[src/rtl/tdc_packetizer_pkg.sv]
// tdc_packetizer_pkg: shared constants, serializer state encoding and helpers
// for the TDC result packetizer.
package tdc_packetizer_pkg;

   // Frame header byte, first byte of every frame
   localparam logic [7:0]  PKT_HDR        = 8'hA5;

   // Default parameterisation
   localparam int unsigned DEF_DATA_W     = 16;
   localparam int unsigned DEF_DEPTH_LOG2 = 4;

   // Sequence tag and drop counter widths
   localparam int unsigned SEQ_W          = 8;
   localparam int unsigned DROP_W         = 8;

   // Serializer states (fixed encoding, kept stable for downstream tooling)
   localparam logic [1:0]  ST_IDLE        = 2'd0;
   localparam logic [1:0]  ST_HDR         = 2'd1;
   localparam logic [1:0]  ST_SEQ         = 2'd2;
   localparam logic [1:0]  ST_DATA        = 2'd3;

   // Number of whole bytes needed to carry a w-bit result
   function automatic int unsigned nbytes(input int unsigned w);
      return (w + 7) / 8;
   endfunction

endpackage

[src/rtl/tdc_sync_fifo.sv]
// tdc_sync_fifo: parametric single-clock FIFO with registered read data.
//   iClk, iRst_n : clock, asynchronous active-low reset
//   iWrEn/iWrData: push request and data (ignored while full)
//   iRdEn        : pop request (ignored while empty)
//   oRdData      : read data, valid the cycle after a pop, held until next pop
//   oFull_c      : full flag, decoded from the pointers
//   oEmpty_c     : empty flag, decoded from the pointers
//   oLevel       : registered occupancy, 0..2^DEPTH_LOG2
module tdc_sync_fifo #(
   parameter int unsigned WIDTH      = 24,
   parameter int unsigned DEPTH_LOG2 = 4
) (
   input  logic                  iClk,
   input  logic                  iRst_n,
   input  logic                  iWrEn,
   input  logic [WIDTH-1:0]      iWrData,
   input  logic                  iRdEn,
   output logic [WIDTH-1:0]      oRdData,
   output logic                  oFull_c,
   output logic                  oEmpty_c,
   output logic [DEPTH_LOG2:0]   oLevel
);

   localparam int unsigned DEPTH = 1 << DEPTH_LOG2;
   localparam int unsigned PTR_W = DEPTH_LOG2 + 1;

   logic [WIDTH-1:0] mem [DEPTH];
   logic [PTR_W-1:0] wptr_q;
   logic [PTR_W-1:0] rptr_q;
   logic [PTR_W-1:0] level_q;
   logic [WIDTH-1:0] rd_data_q;
   logic             wr_ok_c;
   logic             rd_ok_c;

   // Extra pointer bit distinguishes full from empty when the indices match
   assign oEmpty_c = (wptr_q == rptr_q);
   assign oFull_c  = (wptr_q[DEPTH_LOG2] != rptr_q[DEPTH_LOG2]) &&
                     (wptr_q[DEPTH_LOG2-1:0] == rptr_q[DEPTH_LOG2-1:0]);

   assign wr_ok_c  = iWrEn && !oFull_c;
   assign rd_ok_c  = iRdEn && !oEmpty_c;

   // Storage array, no reset needed on the data itself
   always_ff @(posedge iClk) begin
      if (wr_ok_c) begin
         mem[wptr_q[DEPTH_LOG2-1:0]] <= iWrData;
      end
   end

   // Pointers, occupancy and registered read port
   always_ff @(posedge iClk or negedge iRst_n) begin
      if (!iRst_n) begin
         wptr_q    <= '0;
         rptr_q    <= '0;
         level_q   <= '0;
         rd_data_q <= '0;
      end else begin
         if (wr_ok_c) begin
            wptr_q <= wptr_q + PTR_W'(1);
         end
         if (rd_ok_c) begin
            rptr_q    <= rptr_q + PTR_W'(1);
            rd_data_q <= mem[rptr_q[DEPTH_LOG2-1:0]];
         end
         case ({wr_ok_c, rd_ok_c})
            2'b10:   level_q <= level_q + PTR_W'(1);
            2'b01:   level_q <= level_q - PTR_W'(1);
            default: level_q <= level_q;
         endcase
      end
   end

   assign oRdData = rd_data_q;
   assign oLevel  = level_q;

endmodule

[src/rtl/tdc_packetizer.sv]
// tdc_packetizer: buffers finished TDC results, tags them with a sequence
// number and streams them as framed bytes {A5, seq, data MSB-first}.
//   iClk, iRst_n : clock, asynchronous active-low reset
//   iTDC, iDone  : measurement word and its one-cycle strobe
//   oByte/oValid : byte stream toward the host link, iReady accepts a byte
//   oLevel       : FIFO occupancy
//   oOverflow    : sticky drop flag, oDropCnt saturating drop count
//   iClrOvf      : synchronous clear of oOverflow and oDropCnt
module tdc_packetizer
   import tdc_packetizer_pkg::*;
#(
   parameter int unsigned DATA_W     = DEF_DATA_W,
   parameter int unsigned DEPTH_LOG2 = DEF_DEPTH_LOG2
) (
   input  logic                  iClk,
   input  logic                  iRst_n,
   input  logic [DATA_W-1:0]     iTDC,
   input  logic                  iDone,
   output logic [7:0]            oByte,
   output logic                  oValid,
   input  logic                  iReady,
   output logic [DEPTH_LOG2:0]   oLevel,
   output logic                  oOverflow,
   output logic [DROP_W-1:0]     oDropCnt,
   input  logic                  iClrOvf
);

   localparam int unsigned NBYTES  = nbytes(DATA_W);
   localparam int unsigned ENTRY_W = SEQ_W + DATA_W;
   localparam int unsigned PAD_W   = NBYTES * 8;
   localparam int unsigned IDX_W   = (NBYTES > 1) ? $clog2(NBYTES) : 1;

   logic [SEQ_W-1:0]   seq_q;
   logic               ovf_q;
   logic [DROP_W-1:0]  drop_cnt_q;

   logic               fifo_full_c;
   logic               fifo_empty_c;
   logic               wr_en_c;
   logic               drop_c;
   logic               rd_en_c;
   logic [ENTRY_W-1:0] rd_data;

   logic [1:0]         state_q, state_d;
   logic [IDX_W-1:0]   idx_q, idx_d;
   logic [7:0]         byte_q, byte_d;
   logic               valid_q, valid_d;
   logic [DATA_W-1:0]  hold_q;
   logic               xfer_c;

   // Select byte idx of the zero-extended result (idx 0 = least significant)
   function automatic logic [7:0] data_byte(input logic [DATA_W-1:0] d,
                                            input logic [IDX_W-1:0]  idx);
      logic [PAD_W-1:0] padded;
      padded = PAD_W'(d);
      return 8'(padded >> {idx, 3'b000});
   endfunction

   // Capture: full is judged before the edge, so a same-cycle pop never rescues a write
   assign wr_en_c = iDone && !fifo_full_c;
   assign drop_c  = iDone && fifo_full_c;

   tdc_sync_fifo #(
      .WIDTH      (ENTRY_W),
      .DEPTH_LOG2 (DEPTH_LOG2)
   ) u_fifo (
      .iClk     (iClk),
      .iRst_n   (iRst_n),
      .iWrEn    (wr_en_c),
      .iWrData  ({seq_q, iTDC}),
      .iRdEn    (rd_en_c),
      .oRdData  (rd_data),
      .oFull_c  (fifo_full_c),
      .oEmpty_c (fifo_empty_c),
      .oLevel   (oLevel)
   );

   // Sequence tag advances on every strobe, dropped or not
   always_ff @(posedge iClk or negedge iRst_n) begin
      if (!iRst_n) begin
         seq_q <= '0;
      end else if (iDone) begin
         seq_q <= seq_q + SEQ_W'(1);
      end
   end

   // Drop tracking; a clear wins over a coincident drop
   always_ff @(posedge iClk or negedge iRst_n) begin
      if (!iRst_n) begin
         ovf_q      <= 1'b0;
         drop_cnt_q <= '0;
      end else if (iClrOvf) begin
         ovf_q      <= 1'b0;
         drop_cnt_q <= '0;
      end else if (drop_c) begin
         ovf_q <= 1'b1;
         if (drop_cnt_q != '1) begin
            drop_cnt_q <= drop_cnt_q + DROP_W'(1);
         end
      end
   end

   assign oOverflow = ovf_q;
   assign oDropCnt  = drop_cnt_q;

   assign xfer_c = valid_q && iReady;

   // Serializer next state; the output byte is computed one step ahead so it is registered
   always_comb begin
      state_d = state_q;
      idx_d   = idx_q;
      byte_d  = byte_q;
      valid_d = valid_q;
      rd_en_c = 1'b0;

      unique case (state_q)
         ST_IDLE: begin
            valid_d = 1'b0;
            if (!fifo_empty_c) begin
               rd_en_c = 1'b1;
               state_d = ST_HDR;
               byte_d  = PKT_HDR;
               valid_d = 1'b1;
            end
         end
         ST_HDR: begin
            // Read data arrived this cycle, take the tag straight from the FIFO port
            if (xfer_c) begin
               state_d = ST_SEQ;
               byte_d  = rd_data[ENTRY_W-1 -: SEQ_W];
            end
         end
         ST_SEQ: begin
            if (xfer_c) begin
               state_d = ST_DATA;
               idx_d   = IDX_W'(NBYTES - 1);
               byte_d  = data_byte(hold_q, IDX_W'(NBYTES - 1));
            end
         end
         ST_DATA: begin
            if (xfer_c) begin
               if (idx_q != '0) begin
                  idx_d  = idx_q - IDX_W'(1);
                  byte_d = data_byte(hold_q, idx_q - IDX_W'(1));
               end else if (!fifo_empty_c) begin
                  rd_en_c = 1'b1;
                  state_d = ST_HDR;
                  byte_d  = PKT_HDR;
               end else begin
                  state_d = ST_IDLE;
                  byte_d  = 8'h00;
                  valid_d = 1'b0;
               end
            end
         end
         default: begin
            state_d = ST_IDLE;
            byte_d  = 8'h00;
            valid_d = 1'b0;
         end
      endcase
   end

   // Serializer state, output and holding registers
   always_ff @(posedge iClk or negedge iRst_n) begin
      if (!iRst_n) begin
         state_q <= ST_IDLE;
         idx_q   <= '0;
         byte_q  <= 8'h00;
         valid_q <= 1'b0;
         hold_q  <= '0;
      end else begin
         state_q <= state_d;
         idx_q   <= idx_d;
         byte_q  <= byte_d;
         valid_q <= valid_d;
         if (state_q == ST_HDR) begin
            hold_q <= rd_data[DATA_W-1:0];
         end
      end
   end

   assign oByte  = byte_q;
   assign oValid = valid_q;

endmodule

[config.mk]
export PLATFORM = sky130hd
export DESIGN_NAME = tdc_packetizer
export DESIGN_NICKNAME = d
export VERILOG_FILES = /design/src/rtl/tdc_packetizer_pkg.sv /design/src/rtl/tdc_sync_fifo.sv /design/src/rtl/tdc_packetizer.sv
export SDC_FILE = /design/constraint.sdc
export NUM_CORES = 1
export LEC_CHECK = 0
export CAP_MARGIN = 20
export CORE_MARGIN = 10
export CORE_UTILIZATION = 35
export DETAILED_ROUTE_END_ITERATION = 16
export HOLD_SLACK_MARGIN = 0.12
export PLACE_DENSITY = 0.49
export SLEW_MARGIN = 10
export SYNTH_ARGS = -nofsm -noshare
export SYNTH_HDL_FRONTEND = slang
export SYNTH_SLANG_ARGS = --single-unit
export TNS_END_PERCENT = 50
[constraint.sdc]
create_clock -name iClk -period 4.9 [get_ports iClk]
set_input_delay 0.735 -clock iClk [delete_from_list [all_inputs] [get_ports iClk]]
set_output_delay 0.735 -clock iClk [all_outputs]
set_load 0.01 [all_outputs]
==> reports/qor.csv <==
metric,value,unit
outcome,"complete, no violations",
area delta synth->final,15.7,%
DR vias,9354,
later-pin clock latency in the skew report,600,ps
Yosys top cell area share,0.619,
Worst Hold Class,primary input to asynchronous set/reset pin,
Power Internal,0.00907,W
HPWL after DPL,24500,µm
row count,84,
skew final,18.6,ps
Yosys warning count,0,
NetSw,0.00428,W
crit-path max FO,21,
combinational share of power,0.290,
register area share after synthesis,0.731,
final hold vios,0,
drc violations,0,
antenna-violating nets left,0,
placer congestion estimate,0.717,
WL final,43400,µm
Die Y,251,µm
Avg Inst Size Synth,18.2,µm²
"Setup Fix Bufs, Post-CTS",0,
layout cells sized above 1,0.206,
CP startpoint kind,flop,
CTS Buffer Depth,3,
core area,52700,µm²
clock root buffer,clkbuf_16,
syn_nets,1064,
# resized after CTS,0,
Synth Flop Type,edfxtp_1,
fin crit period,3490,ps
Tot GR Track Use,0.139,
leading area contributor after synthesis,edfxtp_1,
Post-synth top cells,"edfxtp_1, dfrtp_1, mux4_2",
Relative slew margins,0.359,
share of the cycle needed by the critical path after routing,0.712,
grt total ovfl,0,
Hold Buf Count CTS,0,
clock-pin slew on the worst setup and hold paths,60,ps
Die ar.,62900,µm²
PortBufs,43,
vias in the first global route,9835,
Crit path arrival time,4000,ps
synth unique cells,47,
Lkg Pwr,7.13,nW
depth of the CTS H-tree,2,
DRT iter0 DRCs,641,
Final Cell Area,21600,µm²
# nets final,1123,
Fmax,287,MHz
largest net degree at the start of global routing,148,
first-pass GRT wire length,66000,µm
VDD IR-drop max,0.399,mV
Initial Util,0.354,
I/O Pins,44,
CP Capture Type,flop,
Area contributors post-synth,"edfxtp_1, dfrtp_1, mux4_2",
Diodes inserted,0,
Sw Share,0.321,
Area after DPL,19900,µm²
CTS tree,yes,
Power Density,619,nW/µm²
worst-margin pin slew,962,ps
RSZ-0062 raised after global routing,no,
chip width,251,µm
TritonCTS Buffers,52,
Reg power frac,0.421,
Final Max Tran Viols,0,
Setup Viol. Count Final,0,
critical path type,flop to flop,
Clk pwr share,0.289,
asr flop ratio synth,0.179,
drt pass-1 iters,5,
number of synthesized flops with an enable pin,384,
Via-to-Cell Ratio,5.15,
Worst EP required,5410,ps
Mapped Area,18600,µm²
clk sinks,468,
max-cap viol count,0,
Avg WL per Cell,23.9,µm
#FFs+latches synth,468,
initial antenna violation count,0,
post-synthesis cell count,1027,
Total Neg Setup Slack,0,ps
"count leader, synth",edfxtp_1,
## critical path: stages (launching register included)
cell and delay [ps]:
dfrtp_4 620, xnor2_1 220, nand4_1 360, o21a_1 540, inv_1 170, ha_1 240
inv_1 100, fa_1 410, nor2b_1 120, o21ai_0 100, and3_1 190, nor3_1 170
xor2_1 150
## layout by cell type (no fill, tap or decap), types with 26 or more instances in the layout
cell | netlist | final
nor2_1 | 38 | 37
mux2_2 | 44 | 44
clkdlybuf4s50_1 | 0 | 42
edfxtp_1 | 384 | 384
dfrtp_1 | 84 | 80
mux4_2 | 72 | 72
mux2i_1 | 26 | 26
clkbuf_16 | 0 | 53
a21oi_1 | 58 | 58
nor2b_1 | 53 | 53
## flip-flops by register name, summed over array words and instances (netlist names), 8 cells and up
| signal | flops |
|---|---|
| seq_q | 8 |
| u_fifo.mem | 384 |
| oDropCnt | 8 |
| oByte | 8 |
| hold_q | 16 |
| u_fifo.oRdData | 24 |
## per-layer routing
| metal | up-vias | routed length [µm] | GRT usage |
|---|---|---|---|
| li1 | 4199 | - | - |
| met1 | 4919 | 19900 | 0.188 |
| met2 | 180 | 21000 | 0.224 |
| met3 | 56 | 1780 | 0.0245 |
| met4 | 0 | 754 | 0.0401 |
| met5 | - | 0 | 0 |
## power groups by stage
stage / combinational [W] / clock (W) / sequential [W]
2_1_floorplan: 0.00284 / 0 / 0.00545
3_3_place_gp: 0.00394 / 0 / 0.00568
3_5_place_dp: 0.00396 / 0 / 0.00570
4_1_cts: 0.00397 / 0.00396 / 0.00562
5_1_grt: 0.00427 / 0.00413 / 0.00570
6_report: 0.00387 / 0.00385 / 0.00562
## stage by stage
| stage | total power, W | utilization | hold WS (ps) | instances | setup WS [ps] |
|---|---|---|---|---|---|
| after global routing | 0.0141 | 0.410 | 197 | 1818 | 1090 |
| after detailed placement | 0.00966 | 0.377 | 465 | 1720 | 1220 |
| final | 0.0133 | 0.410 | 157 | 1818 | 1410 |
| after global placement | 0.00962 | 0.377 | 455 | 1720 | 1240 |
| after floorplan | 0.00829 | - | 439 | 1027 | 1300 |
| after CTS | 0.0136 | 0.410 | 161 | 1818 | 1380 |
## cell type report
class	count	area [µm²]
fill	4657	31100
sequential	468	13600
multi-input combinational	487	4670
clock buffer	75	1490
tap	688	861
timing repair buffer	67	658
clock inverter	23	213
inverter	10	37.5
## worst paths after layout
| path | cells after the start | end | slack, ps | from |
|---|---|---|---|---|
| min in group iClk | 1 | u_fifo.oLevel[4]$_DFFE_PN0P_ | 470 | u_fifo.oLevel[4]$_DFFE_PN0P_ |
| max reg2reg | 12 | u_fifo.oLevel[4]$_DFFE_PN0P_ | 1410 | u_fifo.rptr_q[1]$_DFFE_PN0P_ |
| max | 12 | u_fifo.oLevel[4]$_DFFE_PN0P_ | 1410 | u_fifo.rptr_q[1]$_DFFE_PN0P_ |
| min | 1 | u_fifo.oRdData[13]$_DFFE_PN0P_ | 160 | iRst_n |
| max in group asynchronous | 2 | u_fifo.rptr_q[1]$_DFFE_PN0P_ | 3670 | iRst_n |
| min reg2reg | 1 | u_fifo.oLevel[4]$_DFFE_PN0P_ | 470 | u_fifo.oLevel[4]$_DFFE_PN0P_ |
## logic make-up (layout without fill, tap and decap cells)
group                    Yosys count  after routing  share of synthesized area
AND/OR/NAND/NOR                  161            161                     0.0471
AO/OA/AOI/OAI                    139            139                     0.0497
flip-flops                       468            468                      0.731
adder cells (fa/ha/maj)           16             16                     0.0111
XOR/XNOR                          29             29                     0.0136
multiplexers                     142            142                      0.128
buffers and inverters             72            175                     0.0195
Note: power is estimated with default switching activity, not from simulation.
